--- src/rtl/uart_tx.sv ---
`default_nettype none
// ============================================================================
// Module   : uart_tx
// Purpose  : Double-buffered async serial transmitter (start, LSB-first data,
//            optional even parity via UART_TX_PARITY_EN, stop bits).
// Revision : 1.0 - initial release
// ============================================================================
module uart_tx #(
    parameter int CLKS_PER_BIT = 8,
    parameter int DATA_BITS    = 8,
    parameter int STOP_BITS    = 1
) (
    input  logic                 clk,
    input  logic                 rst_n,
    input  logic [DATA_BITS-1:0] tx_pi,
    input  logic                 tx_load,
    output logic                 tx_ready,
    output logic                 tx_so,
    output logic                 tx_busy,
    output logic                 tx_done,
    output logic                 tx_overrun
);

    localparam int c_STOP_CLKS = STOP_BITS * CLKS_PER_BIT;
    localparam int c_BAUD_W    = $clog2(c_STOP_CLKS);
    localparam int c_BIT_W     = (DATA_BITS > 1) ? $clog2(DATA_BITS) : 1;

    localparam logic [c_BAUD_W-1:0] c_BIT_LAST  = c_BAUD_W'(CLKS_PER_BIT - 1);
    localparam logic [c_BAUD_W-1:0] c_STOP_LAST = c_BAUD_W'(c_STOP_CLKS - 1);
    localparam logic [c_BIT_W-1:0]  c_DATA_LAST = c_BIT_W'(DATA_BITS - 1);

    typedef enum logic [2:0] {
        S_IDLE   = 3'd0,
        S_START  = 3'd1,
        S_DATA   = 3'd2,
        S_STOP   = 3'd3
`ifdef UART_TX_PARITY_EN
        ,
        S_PARITY = 3'd4
`endif
    } state_t;

    state_t                 state_q,     state_d;
    logic [c_BAUD_W-1:0]    baud_q,      baud_d;
    logic [c_BIT_W-1:0]     bit_q,       bit_d;
    logic [DATA_BITS-1:0]   shift_q,     shift_d;
    logic [DATA_BITS-1:0]   hold_q,      hold_d;
    logic                   hold_full_q, hold_full_d;
    logic                   so_q,        so_d;
    logic                   busy_q,      busy_d;
    logic                   done_q,      done_d;
    logic                   overrun_q,   overrun_d;
`ifdef UART_TX_PARITY_EN
    logic                   parity_q,    parity_d;
`endif

    logic                   w_bit_wrap;
    logic                   w_start;

    assign w_bit_wrap = (baud_q == c_BIT_LAST);

    always_comb begin
        state_d     = state_q;
        baud_d      = baud_q;
        bit_d       = bit_q;
        shift_d     = shift_q;
        hold_d      = hold_q;
        hold_full_d = hold_full_q;
        so_d        = so_q;
        busy_d      = busy_q;
        done_d      = 1'b0;
        overrun_d   = 1'b0;
        w_start     = 1'b0;
`ifdef UART_TX_PARITY_EN
        parity_d    = parity_q;
`endif

        // Handshake decisions use the pre-edge buffer state, so a load coinciding
        // with a buffer-to-shift transfer is rejected as an overrun.
        if (tx_load) begin
            if (hold_full_q) begin
                overrun_d = 1'b1;
            end else begin
                hold_d      = tx_pi;
                hold_full_d = 1'b1;
            end
        end

        case (state_q)
            S_IDLE: begin
                baud_d = '0;
                if (hold_full_q) begin
                    w_start = 1'b1;
                end
            end
            S_START: begin
                if (w_bit_wrap) begin
                    baud_d  = '0;
                    bit_d   = '0;
                    so_d    = shift_q[0];
                    shift_d = shift_q >> 1;
                    state_d = S_DATA;
                end else begin
                    baud_d = baud_q + c_BAUD_W'(1);
                end
            end
            S_DATA: begin
                if (w_bit_wrap) begin
                    baud_d = '0;
                    if (bit_q == c_DATA_LAST) begin
`ifdef UART_TX_PARITY_EN
                        so_d    = parity_q;
                        state_d = S_PARITY;
`else
                        so_d    = 1'b1;
                        state_d = S_STOP;
`endif
                    end else begin
                        so_d    = shift_q[0];
                        shift_d = shift_q >> 1;
                        bit_d   = bit_q + c_BIT_W'(1);
                    end
                end else begin
                    baud_d = baud_q + c_BAUD_W'(1);
                end
            end
`ifdef UART_TX_PARITY_EN
            S_PARITY: begin
                if (w_bit_wrap) begin
                    baud_d  = '0;
                    so_d    = 1'b1;
                    state_d = S_STOP;
                end else begin
                    baud_d = baud_q + c_BAUD_W'(1);
                end
            end
`endif
            S_STOP: begin
                if (baud_q == c_STOP_LAST) begin
                    baud_d = '0;
                    done_d = 1'b1;
                    if (hold_full_q) begin
                        w_start = 1'b1;
                    end else begin
                        busy_d  = 1'b0;
                        state_d = S_IDLE;
                    end
                end else begin
                    baud_d = baud_q + c_BAUD_W'(1);
                end
            end
            default: begin
                baud_d  = '0;
                so_d    = 1'b1;
                busy_d  = 1'b0;
                state_d = S_IDLE;
            end
        endcase

        // Shared by IDLE and the gapless STOP-to-START hand-over.
        if (w_start) begin
            shift_d     = hold_q;
            hold_full_d = 1'b0;
            so_d        = 1'b0;
            busy_d      = 1'b1;
            baud_d      = '0;
            state_d     = S_START;
`ifdef UART_TX_PARITY_EN
            parity_d    = ^hold_q;
`endif
        end
    end

    always_ff @(posedge clk or negedge rst_n) begin
        if (!rst_n) begin
            state_q     <= S_IDLE;
            baud_q      <= '0;
            bit_q       <= '0;
            shift_q     <= '0;
            hold_q      <= '0;
            hold_full_q <= 1'b0;
            so_q        <= 1'b1;
            busy_q      <= 1'b0;
            done_q      <= 1'b0;
            overrun_q   <= 1'b0;
`ifdef UART_TX_PARITY_EN
            parity_q    <= 1'b0;
`endif
        end else begin
            state_q     <= state_d;
            baud_q      <= baud_d;
            bit_q       <= bit_d;
            shift_q     <= shift_d;
            hold_q      <= hold_d;
            hold_full_q <= hold_full_d;
            so_q        <= so_d;
            busy_q      <= busy_d;
            done_q      <= done_d;
            overrun_q   <= overrun_d;
`ifdef UART_TX_PARITY_EN
            parity_q    <= parity_d;
`endif
        end
    end

    assign tx_ready   = ~hold_full_q;
    assign tx_so      = so_q;
    assign tx_busy    = busy_q;
    assign tx_done    = done_q;
    assign tx_overrun = overrun_q;

endmodule
`default_nettype wire

--- config.mk ---
export PLATFORM = sky130hd
export DESIGN_NAME = uart_tx
export DESIGN_NICKNAME = d
export VERILOG_FILES = /design/src/rtl/uart_tx.sv
export SDC_FILE = /design/constraint.sdc
export NUM_CORES = 1
export LEC_CHECK = 0
export BUFFER_PORTS_ARGS = -buffer_cell sky130_fd_sc_hd__buf_2
export CORE_MARGIN = 5
export CORE_UTILIZATION = 57
export CTS_CLUSTER_SIZE = 10
export DETAILED_ROUTE_END_ITERATION = 6
export GPL_TIMING_DRIVEN = 0
export MAX_ROUTING_LAYER = met4
export PLACE_DENSITY = 0.83
export SYNTH_ARGS = -nofsm -noshare
export SYNTH_HDL_FRONTEND = slang
export SYNTH_SLANG_ARGS = --single-unit
--- constraint.sdc ---
create_clock -name clk -period 1.9 [get_ports clk]
set_input_delay 0.38 -clock clk [delete_from_list [all_inputs] [get_ports clk]]
set_output_delay 0.38 -clock clk [all_outputs]
set_load 0.01 [all_outputs]
# Word-level counts from Yosys, hierarchy flattened
# Index checks and enable logic that the tools add are counted.
# Widths: inputs -> output; s select.
[totals]
reg_bits = 30
in_bits = 11
output_inout_bits = 5
word_cells = 79
[op_classes]
add_sub_neg = 2
n_eq_ne = 17
mux = 36
n_bitwise = 1
n_reduce_logical = 13
[ops]
columns = ["op", "count"]
rows = [
  ["$mux 3", 12],
  ["$mux 8", 4],
  ["$ne 3x3->1 const B", 6],
  ["$pmux 8 s2", 1],
  ["$mux 1", 14],
  ["$pmux 3 s4", 1],
  ["$ne 2x2->1 const B", 4],
  ["$reduce_and 4->1", 2],
  ["$add 3x1->3 const B", 2],
  ["$eq 3x2->1 const B", 2],
  ["$eq 3x3->1 const B", 2],
  ["$pmux 3 s2", 1],
  ["$reduce_and 3->1", 2],
  ["$reduce_and 6->1", 1],
  ["$reduce_or 3->1", 2],
  ["$ne 2x1->1 const B", 2],
  ["$pmux 1 s2", 2],
  ["$reduce_bool 2->1", 2],
  ["$eq 3x1->1 const B", 1],
  ["$logic_not 3->1", 1],
  ["$pmux 1 s3", 1],
  ["$reduce_bool 3->1", 1],
  ["$reduce_and 2->1", 1],
  ["$reduce_or 2->1", 1],
  ["$not 1->1", 1],
]

# Longest topological paths before layout
[depth]
word_depth = 5
depth_mapped = 7
mapped_depth_nobuf = 6

# Worst setup path after synthesis
# OpenSTA, ideal clock, no wires.
[synth_timing]
path_kind = "register -> register"
from = "register baud_q[0]"
to = "register state_q[1]"
setup_time_ns = 0.125
arrival_time_ns = 1.459
slack_ns = 0.316
stages_incl_launch_ff = 8
period_less_slack_ns = 1.584
path_cell_list = "dfrtp_1 > ha_1 > ha_1 > buf_4 > nand2b_1 > nand2_1 > nand3_1 > mux2_2"
[synth_between]
elab_chain_cells = 5
[synth_lines]
columns = ["element", "line", "rtl"]
rows = [
  ["start: declaration", "44", "logic [c_BAUD_W-1:0] baud_q, baud_d;"],
  ["start signal: assignment", "191", "baud_q <= baud_d;"],
  ["$eq 3x3->1 (*)", "60, 139", ""],
  ["$mux 1", "139", "if (baud_q == c_STOP_LAST) begin"],
  ["$pmux 1 s2", "89", "case (state_q)"],
  ["$ne 3x3->1 (no source line) or $ne 2x2->1 (tied branches)", "-", ""],
  ["$reduce_and 6->1 (no source line)", "-", ""],
  ["end signal: assignment", "190", "state_q <= state_d;"],
  ["end: declaration", "43", "state_t state_q, state_d;"],
]
# Mark *: on every way between the ends. The rest lies on a longest branch, timed or not.
# A chain may end at the register's enable or synchronous reset.

# Worst setup path after layout
# Ends and elaborated chain as after synthesis.

==> run summary <==
### Run status
- **run status** finished clean

### STA
- **aggregate negative setup slack** 0 ns
- **Hold WS** 0.04246 ns
- **maximum clock rate** 562.0 MHz
- **minimum clock period after layout** 1.779 ns
- **unrepaired setup endpoints after global routing** no
- **Pins Over Slew Limit** 0
- **worst-margin pin slew** 0.6251 ns
- **worst slew margin relative to its limit** 58.32%
- **share of the cycle needed by the critical path after routing** 93.65%
- **final setup slack of the worst path** 0.1206 ns
- **Finish-stage setup viols** 0
- **Fin. Hold Viols** 0
- **Worst Skew** 0.009757 ns

### Pwr
- **leak pwr** 0.7921 nW
- **peak supply drop** 1.062 mV
- **total power per unit cell area** 1528 mW/mm²

### Synth
- **instance count of the mapped netlist** 129
- **largest cells by area after synthesis** sky130_fd_sc_hd__dfrtp_1 48%, sky130_fd_sc_hd__ha_1 8.6%, sky130_fd_sc_hd__mux2_2 7.8%, sky130_fd_sc_hd__a21oi_1 5.5%, sky130_fd_sc_hd__nand2_1 3.1%
- **Unique masters post-synth** 36
- **share of async-settable or async-resettable flops after synthesis** 100.0%
- **Seq cells post-synth** 29
- **Post-synth EDFFs** 0
- **Yosys warning count** 0
- **area fraction of the dominant cell type after synthesis** 48.32%
- **cell type contributing the most total cell area after synthesis** sky130_fd_sc_hd__dfrtp_1
- **most used flip-flop cell after synthesis** sky130_fd_sc_hd__dfrtp_1
- **sequential cell area fraction in the yosys report** 50.13%
- **mean post-synth cell area** 11.24 µm²
- **mapped cell area** 0.001450 mm²
- **net count of the mapped netlist** 150

### Placed design
- **number of I/O port buffers** 15
- **post-place instance area** 0.001563 mm²
- **weighted congestion at the end of routability-driven global placement** 0.7789
- **post-placement setup slack** 0.1787 ns
- **Post-DP HPWL** 1854 µm

### Routing
- **detailed-router iteration count before antenna repair** 4
- **detailed-route wire length per cell** 14.23 µm
- **final routed wirelength across all metal layers** 2589 µm
- **number of nets with antenna violations after routing** 0
- **Via Count** 1023
- **DRC violations left** 0
- **DRC violation total after the first TritonRoute iteration** 30
- **drt via density** 5.621

### Run
- **Max-cap violations** 0

### Final layout
- **share of post-route cells with drive strength above 1** 32.89%
- **most frequent standard cell in the layout excluding fill and tap cells** sky130_fd_sc_hd__dfrtp_1
- **number of nets in the finished design** 172
- **diodes inserted** 0
- **highest-count cells in the layout ignoring fill and taps** 28 x sky130_fd_sc_hd__dfrtp_1, 16 x sky130_fd_sc_hd__buf_2, 15 x sky130_fd_sc_hd__a21oi_1
- **Layout Area Growth over Synthesis** 13.29%
- **final design area excluding fillers** 0.001643 mm²

### Global route
- **vias in the first global route** 1004
- **Total GRT Usage** 17.75%
- **wire length of the first global-routing pass** 4540 µm
- **GRT Residual Overflow** 0
- **initial antenna violation count** 0
- **maximum number of pins on one net before global-route repair** 30

### Clock tree
- **number of clock sinks** 29
- **CTS buffer count** 5
- **root buffer cell** sky130_fd_sc_hd__clkbuf_4
- **clock tree from TritonCTS** done
- **clock network latency to the later pin of the worst-skew pair** 0.34 ns
- **number of H-tree levels** 2
- **deepest clock path buffer count** 2
- **clock-pin transition on the worst setup and hold timing paths** 0.10 ns

### Critical path
- **crit path kind** reg -> reg
- **reg-to-reg endpoint** state_q[1]
- **Critical Path Sink Type** flip-flop
- **R2R Path Start** baud_q[0]
- **worst setup path startpoint** baud_q[0]
- **R2R Setup Slk** 0.12 ns
- **worst r2r path cells** 7
- **CP max FO** 10
- **capturing instance or port of the critical path** state_q[1]
- **crit start category** flip-flop
- **required arrival time at the worst endpoint** 2.12 ns
- **CP Data Arrival Time** 2.00 ns

### Floorplan
- **vertical die dimension** 60.44 µm
- **number of standard-cell rows in the floorplan** 18
- **top-level I/O count** 16
- **standard cell core area** 0.002455 mm²
- **Die W** 60.44 µm
- **initial core utilization** 59.07%
- **floorplan die area** 0.003653 mm²

### Hold path
- **class of the worst hold path** in -> async

state kept, by name, summed over array words and instances, names as in the netlist:
register	count
hold_full_q	1
tx_done	1
hold_q	8
baud_q	3
tx_overrun	1
state_q	2
shift_q	8
tx_so	1
tx_busy	1
bit_q	3
critical path, stage by stage (launching register included):
cell                       delay [ns]
sky130_fd_sc_hd__dfrtp_1         0.39
sky130_fd_sc_hd__ha_1            0.20
sky130_fd_sc_hd__ha_1            0.21
sky130_fd_sc_hd__buf_4           0.18
sky130_fd_sc_hd__nand2b_1        0.15
sky130_fd_sc_hd__nand2_1         0.11
sky130_fd_sc_hd__nand3_1         0.10
sky130_fd_sc_hd__mux2_2          0.33
through the flow:
| step | power (mW) | cells | util [%] |
|---|---|---|---|
| 2_1_floorplan | 1.834 | 129 | - |
| 3_3_place_gp | 2.012 | 174 | 63.66 |
| 3_5_place_dp | 2.084 | 174 | 63.66 |
| 4_1_cts | 2.519 | 182 | 66.51 |
| 5_1_grt | 2.734 | 182 | 66.92 |
| 6_report | 2.511 | 182 | 66.92 |
cells in the mapped netlist (2+ instances only):
| master | count |
|---|---|
| sky130_fd_sc_hd__dfrtp_1 | 28 |
| sky130_fd_sc_hd__a21oi_1 | 16 |
| sky130_fd_sc_hd__nand2_1 | 12 |
| sky130_fd_sc_hd__nor2_1 | 12 |
| sky130_fd_sc_hd__ha_1 | 10 |
| sky130_fd_sc_hd__mux2_2 | 10 |
| sky130_fd_sc_hd__a22o_1 | 5 |
| sky130_fd_sc_hd__inv_1 | 3 |
| sky130_fd_sc_hd__a21o_1 | 2 |
| sky130_fd_sc_hd__buf_4 | 2 |
| sky130_fd_sc_hd__buf_6 | 2 |
| sky130_fd_sc_hd__nor3b_1 | 2 |
| sky130_fd_sc_hd__o21ai_0 | 2 |
routing by layer:
layer	GRT usage, %	vias up	share of wire, %
li1	-	500	-
met1	19.75	490	42
met2	27.62	22	50
met3	6.596	11	5.5
met4	9.598	0	2.8
met5	-	-	0
cell families (layout without fill, tap and decap cells):
group	Yosys count	in the layout	synth area share, %
buffers and inverters	9	32	3.968
multiplexers	10	10	7.765
AND/OR/NAND/NOR	40	40	15.44
AO/OA/AOI/OAI	31	31	14.06
adder cells (fa/ha/maj)	10	10	8.628
flip-flops	29	29	50.13
power breakdown:
part	leakage (nW)	internal, mW	switching, mW	total [mW]
clock network	0.0413	0.214	0.221	0.435
logic	0.402	0.499	0.558	1.06
registers	0.349	0.875	0.143	1.02
area by class of cell:
type,instances,area (µm²)
timing repair buffer,15,75.07
clock inverter,1,5.005
inverter,4,15.01
fill,195,812.0
multi-input combinational,91,675.6
clock buffer,7,65.06
buffer,5,42.54
tap,30,37.54
sequential,29,726.9
worst min-delay path by stage:
stage	depth (start not counted)	start	end	slack, ns
floorplan	0	rst_n	baud_q[0]	0.08
global placement	1	rst_n	tx_done	0.43
detailed placement	1	rst_n	tx_busy	0.44
CTS	1	rst_n	bit_q[2]	0.07
global route	1	rst_n	bit_q[2]	0.1
finish	1	rst_n	bit_q[2]	0.04
timing repair:
action,in CTS,in global routing
setup endpoints to repair,0,3
hold endpoints to repair,0,0
setup buffers,0,0
hold buffers,0,0
gates resized for setup,0,2
No activity file was read; power rests on OpenSTA's default activity.
